<file path="config.mk">
export PLATFORM = sky130hd
export DESIGN_NAME = mdu_iter
export DESIGN_NICKNAME = d
export VERILOG_FILES = /design/src/rtl/mdu_iter.sv
export SDC_FILE = /design/constraint.sdc
export NUM_CORES = 1
export LEC_CHECK = 0
export BUFFER_PORTS_ARGS = -buffer_cell sky130_fd_sc_hd__buf_2
export CAP_MARGIN = 20
export CORE_ASPECT_RATIO = 1.2
export CORE_UTILIZATION = 65
export CTS_BUF_LIST = sky130_fd_sc_hd__clkbuf_4
export DETAILED_ROUTE_END_ITERATION = 10
export PLACE_DENSITY = 0.85
export SLEW_MARGIN = 20
export SYNTH_ARGS = -nofsm -noshare
export SYNTH_HDL_FRONTEND = slang
export SYNTH_SLANG_ARGS = --single-unit
</file>
<file path="constraint.sdc">
create_clock -name clock -period 7.5 [get_ports clock]
set_input_delay 1.5 -clock clock [delete_from_list [all_inputs] [get_ports clock]]
set_output_delay 1.5 -clock clock [all_outputs]
set_load 0.02 [all_outputs]
</file>
<file path="src/rtl/mdu_iter.sv">
// Iterative RV32M multiply/divide unit: radix-2 shift-add multiply and
// restoring divide, one bit per cycle, constant latency for every op.
module mdu_iter #(
  parameter int WIDTH = 32
) (
  input  logic             clock,
  input  logic             reset,
  input  logic             start,
  input  logic [2:0]       op,
  input  logic [WIDTH-1:0] a,
  input  logic [WIDTH-1:0] b,
  output logic             busy,
  output logic             done,
  output logic [WIDTH-1:0] result,
  output logic             z,
  output logic             dz
);

  localparam int CW = $clog2(WIDTH);

  typedef enum logic [1:0] {
    IDLE = 2'd0,
    CALC = 2'd1,
    FIX  = 2'd2
  } state_t;

  state_t           state_r, state_s;
  logic [2:0]       op_r;
  logic [WIDTH-1:0] a_r;
  logic [WIDTH-1:0] acc_r;
  logic [WIDTH-1:0] mq_r;
  logic [WIDTH-1:0] mcand_r;
  logic [CW-1:0]    cnt_r;
  logic             neg_q_r;
  logic             neg_r_r;
  logic             bz_r;
  logic             done_r;
  logic             dz_r;
  logic [WIDTH-1:0] result_r;

  logic             a_sgn_s, b_sgn_s, a_neg_s, b_neg_s;
  logic [WIDTH-1:0] a_mag_s, b_mag_s;
  logic [WIDTH:0]   mul_sum_s;
  logic             div_ge_s;
  logic [WIDTH-1:0] div_sub_s;
  logic [WIDTH-1:0] acc_nx_s, mq_nx_s;
  logic [2*WIDTH-1:0] prod_s, prod_fix_s;
  logic [WIDTH-1:0] quo_s, rem_s, fix_s;

  // Operand signedness by op; MUL is treated as signed since its low half is sign-agnostic.
  always_comb begin
    a_sgn_s = 1'b0;
    b_sgn_s = 1'b0;
    case (op)
      3'b000, 3'b001, 3'b100, 3'b110: begin
        a_sgn_s = 1'b1;
        b_sgn_s = 1'b1;
      end
      3'b010: begin
        a_sgn_s = 1'b1;
        b_sgn_s = 1'b0;
      end
      default: begin
        a_sgn_s = 1'b0;
        b_sgn_s = 1'b0;
      end
    endcase
    a_neg_s = a_sgn_s & a[WIDTH-1];
    b_neg_s = b_sgn_s & b[WIDTH-1];
    if (a_neg_s) a_mag_s = -a;
    else         a_mag_s = a;
    if (b_neg_s) b_mag_s = -b;
    else         b_mag_s = b;
  end

  // One radix-2 step: shift-add for multiply, restoring subtract for divide.
  always_comb begin
    mul_sum_s = {1'b0, acc_r} + ({(WIDTH+1){mq_r[0]}} & {1'b0, mcand_r});
    div_ge_s  = ({acc_r, mq_r[WIDTH-1]} >= {1'b0, mcand_r});
    div_sub_s = {acc_r[WIDTH-2:0], mq_r[WIDTH-1]} - mcand_r;
    if (op_r[2]) begin
      mq_nx_s = {mq_r[WIDTH-2:0], div_ge_s};
      if (div_ge_s) acc_nx_s = div_sub_s;
      else          acc_nx_s = {acc_r[WIDTH-2:0], mq_r[WIDTH-1]};
    end else begin
      acc_nx_s = mul_sum_s[WIDTH:1];
      mq_nx_s  = {mul_sum_s[0], mq_r[WIDTH-1:1]};
    end
  end

  // Sign correction and result selection; divide-by-zero overrides the datapath.
  always_comb begin
    prod_s = {acc_r, mq_r};
    if (neg_q_r) begin
      prod_fix_s = -prod_s;
      quo_s      = -mq_r;
    end else begin
      prod_fix_s = prod_s;
      quo_s      = mq_r;
    end
    if (neg_r_r) rem_s = -acc_r;
    else         rem_s = acc_r;
    case (op_r)
      3'b000:                 fix_s = prod_fix_s[WIDTH-1:0];
      3'b001, 3'b010, 3'b011: fix_s = prod_fix_s[2*WIDTH-1:WIDTH];
      3'b100, 3'b101:         fix_s = bz_r ? {WIDTH{1'b1}} : quo_s;
      3'b110, 3'b111:         fix_s = bz_r ? a_r : rem_s;
      default:                fix_s = {WIDTH{1'b0}};
    endcase
  end

  // Next-state logic: IDLE -> CALC for WIDTH cycles -> FIX -> IDLE.
  always_comb begin
    state_s = state_r;
    case (state_r)
      IDLE: begin
        if (start) state_s = CALC;
        else       state_s = IDLE;
      end
      CALC: begin
        if (cnt_r == {CW{1'b0}}) state_s = FIX;
        else                     state_s = CALC;
      end
      FIX:     state_s = IDLE;
      default: state_s = IDLE;
    endcase
  end

  // State register.
  always_ff @(posedge clock) begin
    if (reset) state_r <= IDLE;
    else       state_r <= state_s;
  end

  // Operand capture, iteration datapath and registered result/flags.
  always_ff @(posedge clock) begin
    if (reset) begin
      op_r     <= 3'b000;
      a_r      <= {WIDTH{1'b0}};
      acc_r    <= {WIDTH{1'b0}};
      mq_r     <= {WIDTH{1'b0}};
      mcand_r  <= {WIDTH{1'b0}};
      cnt_r    <= {CW{1'b0}};
      neg_q_r  <= 1'b0;
      neg_r_r  <= 1'b0;
      bz_r     <= 1'b0;
      done_r   <= 1'b0;
      dz_r     <= 1'b0;
      result_r <= {WIDTH{1'b0}};
    end else begin
      done_r <= (state_r == FIX);
      case (state_r)
        IDLE: begin
          if (start) begin
            op_r    <= op;
            a_r     <= a;
            acc_r   <= {WIDTH{1'b0}};
            mq_r    <= a_mag_s;
            mcand_r <= b_mag_s;
            cnt_r   <= CW'(WIDTH - 1);
            neg_q_r <= a_neg_s ^ b_neg_s;
            neg_r_r <= a_neg_s;
            bz_r    <= (b == {WIDTH{1'b0}});
          end
        end
        CALC: begin
          acc_r <= acc_nx_s;
          mq_r  <= mq_nx_s;
          cnt_r <= cnt_r - CW'(1);
        end
        FIX: begin
          result_r <= fix_s;
          dz_r     <= op_r[2] & bz_r;
        end
        default: begin
          done_r <= 1'b0;
        end
      endcase
    end
  end

  assign busy   = (state_r != IDLE);
  assign done   = done_r;
  assign result = result_r;
  assign dz     = dz_r;
  assign z      = (result_r == {WIDTH{1'b0}});

endmodule

</file>
==> metrics <==
vias in the first global route 15380; Post-Synthesis Cells 2106; Initial Util 66.42%; worst hold path depth 2; Synth Flop Type dfxtp_1; Post-Synth Simple-Gate Area 20.63%; top cells by area, synth dfxtp_1 23%, a21oi_1 5.7%, ha_1 5.6%; CTS sink cnt 175; #FFs+latches synth 175; critical path type register to register; Post-synth top cells 221 x nand2_1, 188 x nor2_1, 175 x a21oi_1, 175 x dfxtp_1, 145 x clkbuf_1; die area 24410 um^2; RSZ-0062 raised after global routing false; WL per Instance 23.15 um; fmax 243.3 MHz; CTS max path bufs 2; Fill cells 1992; Hold Crit Class register to register; FFs w/ async S/R, synth 0%; Pint 1602 uW; Worst-Skew Late Latency 0.64 ns; global-route wire length before repair 85.30 mm; crit-path cells ha_1 -> nand3_1 -> nor4_1 -> a311oi_1 -> and3_1 -> and3_1 -> nor2_2 -> o21ai_0 -> a211o_1; post-place setup slack 3.307 ns; Syn. warnings 0; startpoint types register; register area share after synthesis 22.66%; static leakage 0.006394 uW; cts repair resizes 0; post-synth top area cell dfxtp_1; row count 61; most common cell in the netlist nand2_1; I/O pins 106; RePlAce Congestion 1.049; Via Count 16840; final period demand of the worst path 4.110 ns; die height 171.0 um; largest family of logic cells by synthesized area compound AO/OA/AOI/OAI gates; mean post-synth cell area 7.342 um^2; final core occ 69.33%; Antenna Violating Nets Remaining 0; CP required 8.05 ns; final worst setup slack 3.390 ns; area grow syn2layout 4.370%; actual slew at the worst max-slew pin 1.110 ns; Num CTS Buffers 17; Fin Clk Skew 0.03203 ns; headroom to the max-slew limit 25.95%; clock-pin slew on the worst setup and hold paths 0.16 ns; CTS root buf clkbuf_4; clock power share 21.0%; slowest CP cell nor2_2; Mapped Nets 2247; Max stage delay on crit path 0.92 ns; most common cell type on the critical path and3_1; Setup Viol. Count Final 0; router iterations before antenna repair 6; post-synthesis cell area 15460 um^2; initial DRC count 2235; Max FO, Critical Path 18; Post-CTS Setup Inserts 0; pwr dens 175.3 nW/um^2; status completed; share of layout cells above drive strength 1 9.832%; Hold Vio Cnt, Final 0; die span in x 142.8 um; number of synthesized flops with an enable pin 0; Max-Cap Viols 0; Critical Path AT 4.66 ns; Combinational Power Share 39.5%; setup_tns 0 ns; R2R cell count 9; adder-cell area share of the yosys netlist 5.842%; Core Area 23280 um^2; CTS H-Tree Depth 4; largest net degree at the start of global routing 105; Via density 7.009; multiplexer share of the synthesized area 3.366%; Final Cycle Share 54.79%; DP HPWL 40.91 mm; Synth top area share 22.66%; WHS 0.4633 ns; Net Sw Frac 43.35%; CTS tree yes; GRT Residual Overflow 0; initial antenna violation count 3; xor/xnor cell area share of the yosys netlist 10.25%; Final Power 2828 uW; hold_buf cts 0; CP endpoint kind register; synth unique cells 86; DRC viols 0; Peak VDD IR 105.7 uV; Switch Pwr 1226 uW; sequential share of power 39.5%; Synth Area in Compound Gates 30.96%; Post-Route WL 55.60 mm; Pins Over Slew Limit 0; all-layer global routing usage 45.67%; Final nets 2213; Buffers on Ports 105
## placed cells by master, fill, tap and decap left out, drive strengths merged, types with 69 or more instances in the layout
master,count
a211oi,95
xnor2,90
inv,79
buf,119
dfxtp,175
a21oi,175
o21ai,165
nor2,190
nand2,221
ha,69
xor2,91
## metrics by stage
step / instance area (um^2) / instances
2_1_floorplan: 15460 / 2106
3_3_place_gp: 15830 / 2368
3_5_place_dp: 15830 / 2368
4_1_cts: 16120 / 2400
5_1_grt: 16140 / 2401
6_report: 16140 / 2402
## area by class of cell
class / instances / area, um^2 / area share [%]
Antenna cell: 2 / 5.005 / 0.03101
Timing Repair Buffer: 119 / 633.1 / 3.923
Multi-Input combinational cell: 1684 / 11020 / 68.29
Inverter: 75 / 281.5 / 1.744
Clock buffer: 19 / 142.6 / 0.8839
Tap cell: 315 / 394.1 / 2.442
Sequential cell: 175 / 3510 / 21.75
Clock inverter: 13 / 151.4 / 0.9381
## cell families (layout without fill, tap and decap cells)
kind of cell,after synthesis,in the layout
AOI/OAI and AO/OA,720,720
xor gates and xnor gates,181,181
adders and majority gates,71,71
buffers and inverters,247,226
DFF,175,175
muxes,52,52
other,0,2
and+or+nand+nor,660,660
## final timing paths
check | start | endpoint | slack, ns
worst max register to register | acc_r[16] | acc_r[26] | 3.39
worst min-delay path | result[4] | result[4] | 0.46
worst max-delay path | acc_r[16] | acc_r[26] | 3.39
worst min register to register | result[4] | result[4] | 0.46
## sequential cells by signal, summed over array words and instances (netlist names), 2 cells and up
register  flops
a_r          32
acc_r        32
cnt_r         5
mcand_r      32
mq_r         32
op_r          3
result       32
state_r       2
## metal layers
metal	up-vias	share of wire (%)	global-route usage, %
met1	7746	36	50.71
met2	1083	44	72.80
met5	-	0.19	2.526
met4	6	10	42.03
li1	7674	-	-
met3	327	9.4	9.824
## critical path: cells and delay by family, from the launching register on
kind / cells / cell delay [ns]
and+or+nand+nor: 5 / 2.26
adders and majority gates: 1 / 0.39
AOI/OAI and AO/OA: 3 / 0.68
DFF: 1 / 0.67
## power by group through the flow
stage	sequential (uW)	clock, uW	combinational, uW
5_1_grt	1120	622	1200
2_1_floorplan	1060	0	830
3_3_place_gp	1130	0	1050
6_report	1120	593	1120
4_1_cts	1110	588	1080
3_5_place_dp	1130	0	1070
(Power assumes the default switching activity.)
